**config.mk**
```make
export PLATFORM = sky130hd
export DESIGN_NAME = logic_wave_arb
export DESIGN_NICKNAME = d
export VERILOG_FILES = /design/src/rtl/logic_ctrl_pkg.sv /design/src/rtl/rr_pick.sv /design/src/rtl/logic_wave_arb.sv
export SDC_FILE = /design/constraint.sdc
export NUM_CORES = 1
export LEC_CHECK = 0
export CAP_MARGIN = 0
export CORE_ASPECT_RATIO = 0.7
export CORE_MARGIN = 5
export CORE_UTILIZATION = 30
export DETAILED_ROUTE_END_ITERATION = 8
export PLACE_DENSITY = 0.6
export SLEW_MARGIN = 20
export SYNTH_ARGS = -nofsm -noshare
export SYNTH_HDL_FRONTEND = slang
export SYNTH_HIERARCHICAL = 1
export SYNTH_SLANG_ARGS = --single-unit
```
**constraint.sdc**
```tcl
create_clock -name clk -period 3.8 [get_ports clk]
set_input_delay 0.76 -clock clk [delete_from_list [all_inputs] [get_ports clk]]
set_output_delay 0.76 -clock clk [all_outputs]
set_load 0.05 [all_outputs]
```
**src/rtl/logic_ctrl_pkg.sv**
```systemverilog
// Shared Logic_Ctrl definitions: channel limits, arbiter state
// encodings and the default engine timeout.
package logic_ctrl_pkg;

  localparam int N_CH_MAX    = 8;
  localparam int TMO_CYC_DEF = 50000;

  typedef enum logic [1:0] {
    ST_IDLE  = 2'd0,
    ST_START = 2'd1,
    ST_WAIT  = 2'd2
  } state_e;

  function automatic int wrap_inc(
    input int i,
    input int n
  );
    return (i + 1 >= n) ? 0 : i + 1;
  endfunction

endpackage

```
**src/rtl/rr_pick.sv**
```systemverilog
// Round-robin picker: rotate by pointer, take lowest set bit,
// rotate the index back.
module rr_pick #(
  parameter int N_CH = 8,
  parameter int CH_W = 3
) (
  input  logic [N_CH-1:0] elig,
  input  logic [CH_W-1:0] rr_ptr,
  output logic            valid,
  output logic [CH_W-1:0] idx
);

  logic [2*N_CH-1:0] dbl;
  logic [N_CH-1:0]   rot;
  logic [CH_W-1:0]   off;
  logic [CH_W:0]     sum;

  always_comb begin
    dbl   = {elig, elig};
    rot   = dbl[rr_ptr +: N_CH];
    valid = |rot;
    off   = '0;
    for (int k = N_CH - 1; k >= 0; k--) begin
      if (rot[k]) off = CH_W'(k);
    end
    sum = {1'b0, rr_ptr} + {1'b0, off};
    if (sum >= (CH_W + 1)'(N_CH))
      idx = CH_W'(sum - (CH_W + 1)'(N_CH));
    else
      idx = sum[CH_W-1:0];
  end

endmodule

```
**src/rtl/logic_wave_arb.sv**
```systemverilog
// Round-robin scheduler sharing one wave engine between the
// Logic_Ctrl channels, with overrun and timeout reporting.
module logic_wave_arb
  import logic_ctrl_pkg::*;
#(
  parameter int N_CH    = 8,
  parameter int CH_W    = 3,
  parameter int TMO_W   = 16,
  parameter int TMO_CYC = TMO_CYC_DEF
) (
  input  logic            clk,
  input  logic            rstn,
  input  logic [N_CH-1:0] wave_req,
  input  logic [N_CH-1:0] ch_enable,
  input  logic            wave_done,
  input  logic            clr_err,
  output logic            wave_start,
  output logic [CH_W-1:0] wave_ch,
  output logic            wave_busy,
  output logic [N_CH-1:0] pending,
  output logic [N_CH-1:0] ovr_err,
  output logic [N_CH-1:0] tmo_err
);

  state_e          state_q;
  logic            arm_q;
  logic            start_q;
  logic            busy_q;
  logic [CH_W-1:0] ch_q;
  logic [CH_W-1:0] ptr_q;
  logic [TMO_W-1:0] cnt_q;
  logic [N_CH-1:0] req_q;
  logic [N_CH-1:0] pend_q, pend_d;
  logic [N_CH-1:0] ovr_q, ovr_d;
  logic [N_CH-1:0] tmo_q, tmo_d;
  logic [N_CH-1:0] req_edge;
  logic [N_CH-1:0] gnt_mask;
  logic [N_CH-1:0] tmo_set;
  logic [CH_W-1:0] pick_idx;
  logic            pick_vld;
  logic            grant;
  logic            tmo_hit;

  rr_pick #(
    .N_CH (N_CH),
    .CH_W (CH_W)
  ) u_pick (
    .elig   (pend_q & ch_enable),
    .rr_ptr (ptr_q),
    .valid  (pick_vld),
    .idx    (pick_idx)
  );

  always_comb begin
    grant    = (state_q == ST_IDLE) & pick_vld;
    gnt_mask = '0;
    if (grant) gnt_mask[pick_idx] = 1'b1;
    // arm_q masks the first cycle out of reset so held levels are not edges
    req_edge = wave_req & ~req_q & {N_CH{arm_q}};
    tmo_hit  = (state_q == ST_WAIT) & ~wave_done
             & (cnt_q == TMO_W'(TMO_CYC - 1));
    tmo_set  = '0;
    if (tmo_hit) tmo_set[ch_q] = 1'b1;
    pend_d = (pend_q & ~gnt_mask) | req_edge;
    ovr_d  = (ovr_q & ~{N_CH{clr_err}})
           | (req_edge & pend_q & ~gnt_mask);
    tmo_d  = (tmo_q & ~{N_CH{clr_err}}) | tmo_set;
  end

  always_ff @(posedge clk or negedge rstn) begin
    if (!rstn) begin
      arm_q  <= 1'b0;
      req_q  <= '0;
      pend_q <= '0;
      ovr_q  <= '0;
      tmo_q  <= '0;
    end else begin
      arm_q  <= 1'b1;
      req_q  <= wave_req;
      pend_q <= pend_d;
      ovr_q  <= ovr_d;
      tmo_q  <= tmo_d;
    end
  end

  always_ff @(posedge clk or negedge rstn) begin
    if (!rstn) begin
      state_q <= ST_IDLE;
      start_q <= 1'b0;
      busy_q  <= 1'b0;
      ch_q    <= '0;
      ptr_q   <= '0;
      cnt_q   <= '0;
    end else begin
      start_q <= 1'b0;
      unique case (state_q)
        ST_IDLE: begin
          if (grant) begin
            state_q <= ST_START;
            ch_q    <= pick_idx;
            start_q <= 1'b1;
            busy_q  <= 1'b1;
          end
        end
        ST_START: begin
          cnt_q   <= '0;
          state_q <= ST_WAIT;
        end
        ST_WAIT: begin
          cnt_q <= cnt_q + TMO_W'(1);
          if (wave_done | tmo_hit) begin
            state_q <= ST_IDLE;
            busy_q  <= 1'b0;
            ptr_q   <= CH_W'(wrap_inc(int'(ch_q), N_CH));
          end
        end
        default: begin
          state_q <= ST_IDLE;
          busy_q  <= 1'b0;
        end
      endcase
    end
  end

  assign wave_start = start_q;
  assign wave_ch    = ch_q;
  assign wave_busy  = busy_q;
  assign pending    = pend_q;
  assign ovr_err    = ovr_q;
  assign tmo_err    = tmo_q;

endmodule

```
==> run_results.csv, run 1 <==
group,metric,value,unit
finish,diodes,0,
timing,tightest_slew,0.750,ns
finish,final_common_cell,"dfrtp_1",
yosys,synth_cell_types,66,
finish,final_cell_mix,"dfrtp_1, clkdlybuf4s50_1, nand2_1",
route,drtIter0Drc,145,
route,wl_per_cell,16.0,um
setup_path,crit_path_end,"ovr_err[0]",
power_and_ir_drop,peakVddDrop,0.377,mV
yosys,async_flop_share,100,%
setup_path,path_class,"reg -> reg",
setup_path,r2r-start,"ptr_q[1]",
timing,relSlewSlack,50.0,%
yosys,netlist_instances,332,
clock_network,clk_pin_slew_worst_paths,0.05,ns
floorplan,dieArea,13400,um^2
placement,dpl.hpwl,6.72,mm
yosys,synth_nets,360,
run,cap_violations,0,
run_status,status,"completed",
timing,setup_tns,0,ns
timing,fin_skew,0.00560,ns
yosys,synth-edff-count,0,
finish,post-route-util,41.9,%
route,drt_wl_total,9.02,mm
yosys,yosys.area.top_type,"dfrtp_1",
route,drt-vias-per-instance,4.99,
power_and_ir_drop,power.static_leakage,1.93,nW
yosys,seq_area_frac_synth,44.3,%
route,vias,2817,
finish,fin_nets,434,
finish,areaGrowthSynthToFinish,37.3,%
route,dr.pass1.iters,5,
setup_path,worstReg2RegEnd,"ovr_err[0]",
finish,drive_above_1_share,22.1,%
yosys,synth_seq_cells,59,
timing,max_freq,0.287,GHz
grt,antenna_found_initial,0,
floorplan,core_area,10900,um^2
clock_network,clk_latency,0.32,ns
clock_network,htree_levels,3,
power_and_ir_drop,powerDensity,880,nW/um^2
grt,grt_max_degree,33,
clock_network,holdBufCountCts,0,
floorplan,start_util,30.5,%
route,drc_errors,0,
clock_network,cts_buffers,9,
yosys,synth_flop_cell,"dfrtp_1",
floorplan,fp-row-count,32,
placement,gp_congestion,0.857,
timing,fin_crit_sh,91.6,%
finish,layout.cells.non_filler,564,
yosys,netlist_area,3330,um^2
yosys,avgSynthCellArea,10.0,um^2
setup_path,start_kind,"flip-flop",
setup_path,cp.arrival,3.66,ns
timing,period_needed,3.48,ns
yosys,synthTopCellsByArea,"dfrtp_1, mux2i_1, inv_1",
grt,grt_pass1_vias,2609,
grt,grt_pass1_wl,14.2,mm
timing,setup_viol,0,
setup_path,worstSetupEndpointType,"flip-flop",
setup_path,crit_start,"ptr_q[1]",
timing,drv_slew,0,
yosys,yosysTopAreaCellShare,44.3,%
placement,dp.cells,544,
floorplan,die_h,98.2,um
timing,rsz0062_at_grt,"no",
clock_network,cts_buffer_depth,2,
setup_path,crit_fanout,15,
yosys,synth.yosys.warnings,6,
setup_path,required,3.98,ns
clock_network,cts_tree,"yes",
setup_path,r2r_slack,0.32,ns
floorplan,ioPinCount,49,
timing,hold_viol,0,
floorplan,die_w,136,um
grt,grtUsageTotal,13.4,%
placement,portBuffers,48,
worst_hold_path,hp-class,"in -> async",
clock_network,numClockSinks,59,
setup_path,r2r_cells,13,
clock_network,clockRootBuffer,"clkbuf_16",
route,ant_nets,0,
grt,grt_overflow,0,
[cell type report]
type / count / area [um^2]
Fill cell: 1032 / 6350
Multi-Input combinational cell: 232 / 1810
Sequential cell: 59 / 1480
Timing Repair Buffer: 75 / 706
Clock buffer: 12 / 256
Tap cell: 153 / 191
Inverter: 29 / 109
Clock inverter: 4 / 25.0
[stage by stage]
stage          instance area, um^2  total power, mW  hold slack (ns)  setup WS (ns)
6_report                      4580             4.03            0.511          0.319
5_1_grt                       4580             4.31            0.544          0.127
4_1_cts                       4390             3.79            0.514         0.0492
3_5_place_dp                  4110             3.03            0.507         -0.261
3_3_place_gp                  4110             3.01            0.499         -0.284
2_1_floorplan                 3330             2.26            0.464          0.455
[how the worst min path moves through the flow]
stage	endpoint	slack, ns	depth (start not counted)
after floorplan	arm_q	0.46	0
after global placement	pending[5]	0.50	2
after detailed placement	pending[0]	0.51	2
after CTS	pending[0]	0.51	2
after global routing	pending[4]	0.54	2
final	cnt_q[5]	0.51	1
[cells by family after synthesis]
logic type                 synth area share (%)
and+or+nand+nor                            22.5
AOI/OAI and AO/OA                          15.4
DFF                                        44.3
buffers and inverters                      5.14
muxes                                      8.74
adders and majority gates                  3.56
other                                     0.112
xor gates and xnor gates                  0.263
[repair_timing]
| item | in CTS | in global routing |
|---|---|---|
| setup buffers | 0 | 4 |
| gates resized for setup | 0 | 49 |
| hold endpoints to repair | 0 | 0 |
| endpoints found under the setup margin | 0 | 16 |
[power by group]
| group | internal, mW | total, mW | switching (mW) | leakage [nW] |
|---|---|---|---|---|
| Sequential | 0.761 | 0.956 | 0.195 | 0.750 |
| Combinational | 1.08 | 2.33 | 1.25 | 1.05 |
| Clock | 0.473 | 0.741 | 0.268 | 0.135 |
| Total | 2.32 | 4.03 | 1.71 | 1.93 |
[critical path, cell delays in order, from the launching register on]
cell      delay [ns]
dfrtp_2         0.64
mux2i_4         0.34
mux4_2          0.32
nand2_1         0.07
a32oi_1         0.20
a311o_1         0.22
ha_2            0.18
inv_2           0.04
fa_2            0.39
xnor2_2         0.15
nand3b_1        0.25
o31ai_2         0.32
buf_4           0.16
o22ai_2         0.05
[synth_stat cells (all sizes together), types with 3 or more instances]
cell and instances:
dfrtp 59, inv 28, nand2 28, mux2i 16, o22ai 16, nand2b 14
o21ai 14, a21oi 12, and2 9, nand3b 9, nand4 9, clkbuf 8
mux2 8, nand3 8, ha 7, or4 7, o31ai 6, nor2b 5
nor4 5, or3 5, and3b 4, buf 4, o41ai 4, nor2 3
nor4b 3, o211ai 3
[metal layers]
metal	GRT usage, %	wire, um
met5	0	0
met1	20.9	4590
met4	4.96	126
met3	1.29	301
met2	18.9	4000
[state kept, by name (all words and copies together) (netlist names)]
signal and count:
arm_q 1, cnt_q 16, ovr_err 8, pending 8, ptr_q 3, req_q 8
state_q 2, tmo_err 8, wave_busy 1, wave_ch 3, wave_start 1
No activity file was read; power rests on OpenSTA's default activity.
==> run 2: changes to the inputs <==
--- a/config.mk
+++ b/config.mk
@@ -11,7 +11,6 @@
 export CORE_UTILIZATION = 30
 export DETAILED_ROUTE_END_ITERATION = 8
 export PLACE_DENSITY = 0.6
-export SLEW_MARGIN = 20
 export SYNTH_ARGS = -nofsm -noshare
 export SYNTH_HDL_FRONTEND = slang
 export SYNTH_HIERARCHICAL = 1
==> constraint.sdc (replaced) <==
create_clock -name clk -period 3.7 [get_ports clk]
set_input_delay 0.74 -clock clk [delete_from_list [all_inputs] [get_ports clk]]
set_output_delay 0.74 -clock clk [all_outputs]
set_load 0.05 [all_outputs]
==> run_results.csv, run 2 (synthesis gave the netlist of run 1 again) <==
group,metric,value,unit
run_status,status,"completed",
timing,hold_viol,0,
finish,seq_area,1480,um^2
setup_path,cp.arrival,3.71,ns
floorplan,start_util,30.5,%
timing,whs,0.491,ns
setup_path,cp_top_family,"compound AO/OA/AOI/OAI gates",
clock_network,cts_buffer_depth,2,
setup_path,worstReg2RegEnd,"ovr_err[0]",
route,drt_wl_total,9.28,mm
clock_network,numClockSinks,59,
floorplan,die_h,98.2,um
setup_path,cpPeakStageDelay,0.35,ns
floorplan,die_w,136,um
route,drt-vias-per-instance,5.04,
power_and_ir_drop,peakVddDrop,0.335,mV
clock_network,holdBufCountCts,0,
finish,regMostFlops,"cnt_q",
timing,rsz0062_at_grt,"no",
setup_path,crit_slowest_cell,"a311o_1",
timing,setup_viol,0,
grt,grt_pass1_vias,2778,
floorplan,dieArea,13400,um^2
timing,max_freq,0.283,GHz
power_and_ir_drop,power.static_leakage,1.96,nW
clock_network,clockRootBuffer,"clkbuf_16",
setup_path,required,3.87,ns
clock_network,cts_tree,"yes",
run,cap_violations,0,
route,ant_nets,0,
timing,period_needed,3.54,ns
finish,drive_above_1_share,22.6,%
clock_network,clk_latency,0.32,ns
route,drc_errors,0,
grt,grt_overflow,0,
finish,areaGrowthSynthToFinish,38.3,%
timing,drv_slew,0,
floorplan,core_area,10900,um^2
setup_path,r2r-start,"ptr_q[1]",
timing,relSlewSlack,50.0,%
setup_path,start_kind,"primary input",
finish,post-route-util,42.2,%
floorplan,ioPinCount,49,
timing,fin_crit_sh,95.6,%
clock_network,cts_buffers,9,
setup_path,worstPathCellList,"dlygate4sd2_1 -> and2_4 -> buf_4 -> mux2_4 -> or2_1 -> o221ai_1 -> a21oi_1 -> a311o_1 -> ha_2 -> inv_2 -> fa_2 -> xnor2_2 -> nand3b_1 -> o31ai_2 -> buf_4 -> o22ai_2",
grt,antenna_found_initial,0,
setup_path,path_class,"in -> reg",
placement,portBuffers,48,
finish,multiInputGateArea,1800,um^2
route,dr.pass1.iters,4,
placement,dpl.hpwl,6.79,mm
finish,diodes,0,
finish,fin_nets,440,
setup_path,cp.depth,16,
setup_path,crit_path_end,"ovr_err[0]",
setup_path,crit_fanout,4,
grt,grt_max_degree,33,
route,drtIter0Drc,174,
timing,fin_skew,0.00512,ns
finish,largest_reg_flops,16,
setup_path,cpMostUsedCell,"buf_4",
timing,tightest_slew,0.751,ns
finish,final_common_cell,"dfrtp_1",
finish,fillers,1018,
finish,final_cell_mix,"dfrtp_1, clkdlybuf4s50_1, buf_4",
worst_hold_path,hp-class,"in -> async",
floorplan,fp-row-count,32,
power_and_ir_drop,powerDensity,926,nW/um^2
setup_path,path_buf_inv,4,
setup_path,worstSetupEndpointType,"flip-flop",
placement,gp_congestion,0.882,
route,wl_per_cell,16.3,um
setup_path,crit_start,"ch_enable[1]",
setup_path,r2r_cells,13,
clock_network,htree_levels,3,
grt,grtUsageTotal,14.1,%
clock_network,clk_pin_slew_worst_paths,0.05,ns
setup_path,r2r_slack,0.30,ns
grt,grt_pass1_wl,15.0,mm
timing,setup_tns,0,ns
route,vias,2870,
-- run 2: worst min path at each step --
stage               slack (ns)    endpoint
global placement          0.50  pending[0]
finish                    0.49    cnt_q[8]
detailed placement        0.50  pending[3]
CTS                       0.51    cnt_q[8]
global route              0.54    cnt_q[0]
floorplan                 0.44       arm_q
-- run 2: layout make-up --
| cell class | instances | share of cell area [%] |
|---|---|---|
| sequential | 59 | 32.0 |
| tap | 153 | 4.15 |
| inverter | 29 | 2.36 |
| multi-input combinational | 232 | 39.1 |
| clock inverter | 5 | 1.17 |
| clock buffer | 10 | 5.18 |
| timing repair buffer | 81 | 16.0 |
-- run 2: layer usage --
layer | vias to the layer above | part of all wire, % | global-route usage, %
met4 | 0 | 1.2 | 5.03
li1 | 1389 | - | -
met1 | 1414 | 50 | 21.3
met3 | 10 | 3.1 | 2.27
met5 | - | 0 | 0
met2 | 57 | 45 | 20.3
-- run 2: power by group --
group	internal, mW	switching [mW]	total, mW
Sequential	0.781	0.198	0.979
Clock	0.532	0.277	0.809
Combinational	1.15	1.33	2.48
-- run 2: timing repair --
action,CTS,global route
endpoints found under the setup margin,4,16
cloned,0,0
setup buffers,5,0
gates resized for setup,26,16
pin swaps,12,6
-- run 2: metrics by stage --
step / worst slack [ns] / total power [mW] / area [um^2] / instances
6_report: 0.163 / 4.27 / 4610 / 569
3_3_place_gp: -0.362 / 3.16 / 4150 / 549
4_1_cts: 0.00324 / 4.16 / 4560 / 569
3_5_place_dp: -0.408 / 3.18 / 4150 / 549
5_1_grt: 0.0275 / 4.55 / 4610 / 569
2_1_floorplan: 0.375 / 2.33 / 3330 / 332
==> run 3: changes to the inputs <==
--- a/config.mk
+++ b/config.mk
@@ -6,11 +6,13 @@
 export NUM_CORES = 1
 export LEC_CHECK = 0
 export CAP_MARGIN = 0
+export CELL_PAD_IN_SITES_DETAIL_PLACEMENT = 2
+export CELL_PAD_IN_SITES_GLOBAL_PLACEMENT = 2
 export CORE_ASPECT_RATIO = 0.7
 export CORE_MARGIN = 5
-export CORE_UTILIZATION = 30
+export CORE_UTILIZATION = 34
 export DETAILED_ROUTE_END_ITERATION = 8
-export PLACE_DENSITY = 0.6
+export PLACE_DENSITY = 0.9
 export SYNTH_ARGS = -nofsm -noshare
 export SYNTH_HDL_FRONTEND = slang
 export SYNTH_HIERARCHICAL = 1
==> run_results.csv, run 3 (synthesis gave the netlist of run 1 again) <==
group,metric,value,unit
clock_network,cts_buffers,9,
finish,diodes,0,
power_and_ir_drop,p_sw,2.54,mW
grt,grtUsageMet2,45.4,%
finish,areaGrowthSynthToFinish,39.4,%
power_and_ir_drop,powerDensity,1080,nW/um^2
run,cap_violations,0,
finish,largest_reg_flops,16,
route,wl_per_cell,31.5,um
setup_path,start_kind,"primary input",
grt,grt_pass1_vias,3664,
route,vias,3391,
run_status,status,"completed",
clock_network,holdBufCountCts,0,
floorplan,dieArea,11900,um^2
setup_path,path_class,"in -> reg",
setup_path,cp.arrival,3.88,ns
floorplan,die_h,92.9,um
clock_network,cts_tree,"yes",
clock_network,clockRootBuffer,"clkbuf_16",
timing,period_needed,3.70,ns
finish,final_common_cell,"dfrtp_1",
setup_path,worstSetupEndpointType,"flip-flop",
grt,use_met1,34.2,%
grt,grt_max_degree,37,
clock_network,numClockSinks,59,
timing,worst_slack,0.00277,ns
floorplan,ioPinCount,49,
placement,preCtsSetupSlack,-0.705,ns
power_and_ir_drop,seq_power_share,20.6,%
grt,grtUsageTotal,27.3,%
finish,layout.cells.non_filler,540,
clock_network,clk_pin_slew_worst_paths,0.07,ns
timing,hold_viol,0,
finish,fillers,951,
route,drtIter0Drc,295,
grt,antenna_found_initial,0,
floorplan,start_util,34.6,%
finish,regMostFlops,"cnt_q",
route,drt-vias-per-instance,6.28,
setup_path,crit_fanout,5,
timing,setup_tns,0,ns
placement,portBuffers,48,
placement,gp_congestion,0.869,
power_and_ir_drop,p_clk_share,16.5,%
power_and_ir_drop,power.static_leakage,1.94,nW
clock_network,clk_latency,0.35,ns
route,drc_errors,0,
finish,drive_above_1_share,24.0,%
grt,grt_pass1_wl,24.1,mm
timing,setup_viol,0,
floorplan,core_area,9650,um^2
timing,drv_slew,0,
finish,final_cell_mix,"dfrtp_1, clkdlybuf4s50_1, nand2_1",
timing,max_freq,0.270,GHz
setup_path,required,3.88,ns
grt,grt_overflow,0,
timing,tightest_slew,0.839,ns
finish,fin_nets,435,
route,drt_wl_total,17.0,mm
power_and_ir_drop,p_comb_share,62.9,%
power_and_ir_drop,peakVddDrop,0.599,mV
grt,gr-usage-met3,4.78,%
timing,whs,0.499,ns
clock_network,htree_levels,3,
placement,dp.cells,518,
setup_path,r2r_slack,0.05,ns
floorplan,die_w,128,um
timing,relSlewSlack,44.1,%
grt,grt_busiest_layer,"met2",
timing,fin_crit_sh,99.9,%
floorplan,fp-row-count,30,
route,ant_nets,0,
timing,fin_skew,0.0111,ns
route,dr.pass1.iters,5,
power_and_ir_drop,swShare,50.4,%
placement,dpl.hpwl,9.60,mm
worst_hold_path,hp-class,"in -> async",
clock_network,cts_buffer_depth,2,
power_and_ir_drop,p_int,2.49,mW
finish,post-route-util,48.2,%
-- run 3: cell types whose count changed in the layout (fill, tap and decap cells not counted), moves of 2 or more --
| cell | previous run | this run |
|---|---|---|
| buf_4 | 32 | 26 |
| o21ai_0 | 12 | 8 |
| clkinv_2 | 3 | 0 |
| clkinvlp_4 | 0 | 3 |
| o21ai_4 | 0 | 3 |
| inv_6 | 0 | 2 |
| mux2i_4 | 3 | 5 |
| o21ai_2 | 0 | 2 |
| o22ai_1 | 15 | 13 |
| o22ai_2 | 1 | 3 |
-- run 3: final cells by class --
| cell class | count | area, um^2 | share of cell area [%] |
|---|---|---|---|
| Multi-Input combinational cell | 232 | 1900 | 40.9 |
| Sequential cell | 59 | 1480 | 31.9 |
| Timing Repair Buffer | 76 | 706 | 15.2 |
| Clock buffer | 10 | 239 | 5.14 |
| Tap cell | 128 | 160 | 3.45 |
| Inverter | 29 | 111 | 2.40 |
| Clock inverter | 6 | 48.8 | 1.05 |
-- run 3: critical path, cell delays in order --
cell	delay, ns
dlygate4sd2_1	0.24
and2_4	0.19
mux2i_4	0.16
mux4_2	0.34
nand2_1	0.08
a32oi_1	0.24
a311o_1	0.26
ha_2	0.20
inv_2	0.04
fa_2	0.38
xnor2_4	0.17
nand3b_1	0.31
buf_6	0.23
o21ai_4	0.18
o22ai_2	0.10
-- run 3: layer usage --
layer  routed length (um)  up-vias
met5                    0        -
met4                  738        0
met3                  951       58
met2                 8630      200
met1                 6690     1760
li1                     -     1373
-- run 3: final timing paths --
kind | startpoint | depth (start not counted) | end
setup / recovery | ch_enable[5] | 15 | ovr_err[2]
hold / removal | rstn | 1 | ptr_q[2]
setup reg to reg | ptr_q[1] | 13 | ovr_err[2]
hold reg to reg | tmo_err[7] | 2 | tmo_err[7]
max in group asynchronous | rstn | 2 | req_q[7]
min in group clk | tmo_err[7] | 2 | tmo_err[7]
-- run 3: power by group through the flow --
stage               clock, mW  combinational [mW]  sequential (mW)
floorplan                   0                1.15             1.18
global placement            0                2.10            0.961
detailed placement          0                2.30            0.984
CTS                     0.834                2.76            0.996
global route            0.865                3.24             1.04
finish                  0.832                3.16             1.04
-- run 3: per-stage QoR --
| step | cell area (um^2) | power [mW] |
|---|---|---|
| floorplan | 3330 | 2.33 |
| global placement | 4070 | 3.06 |
| detailed placement | 4070 | 3.28 |
| CTS | 4530 | 4.59 |
| global route | 4650 | 5.15 |
| finish | 4650 | 5.03 |
-- run 3: what timing repair did --
| item | CTS | global route |
|---|---|---|
| buffers inserted | 4 | 2 |
| pin swaps | 12 | 9 |
| resized for setup | 43 | 22 |
| setup endpoints to repair | 17 | 17 |
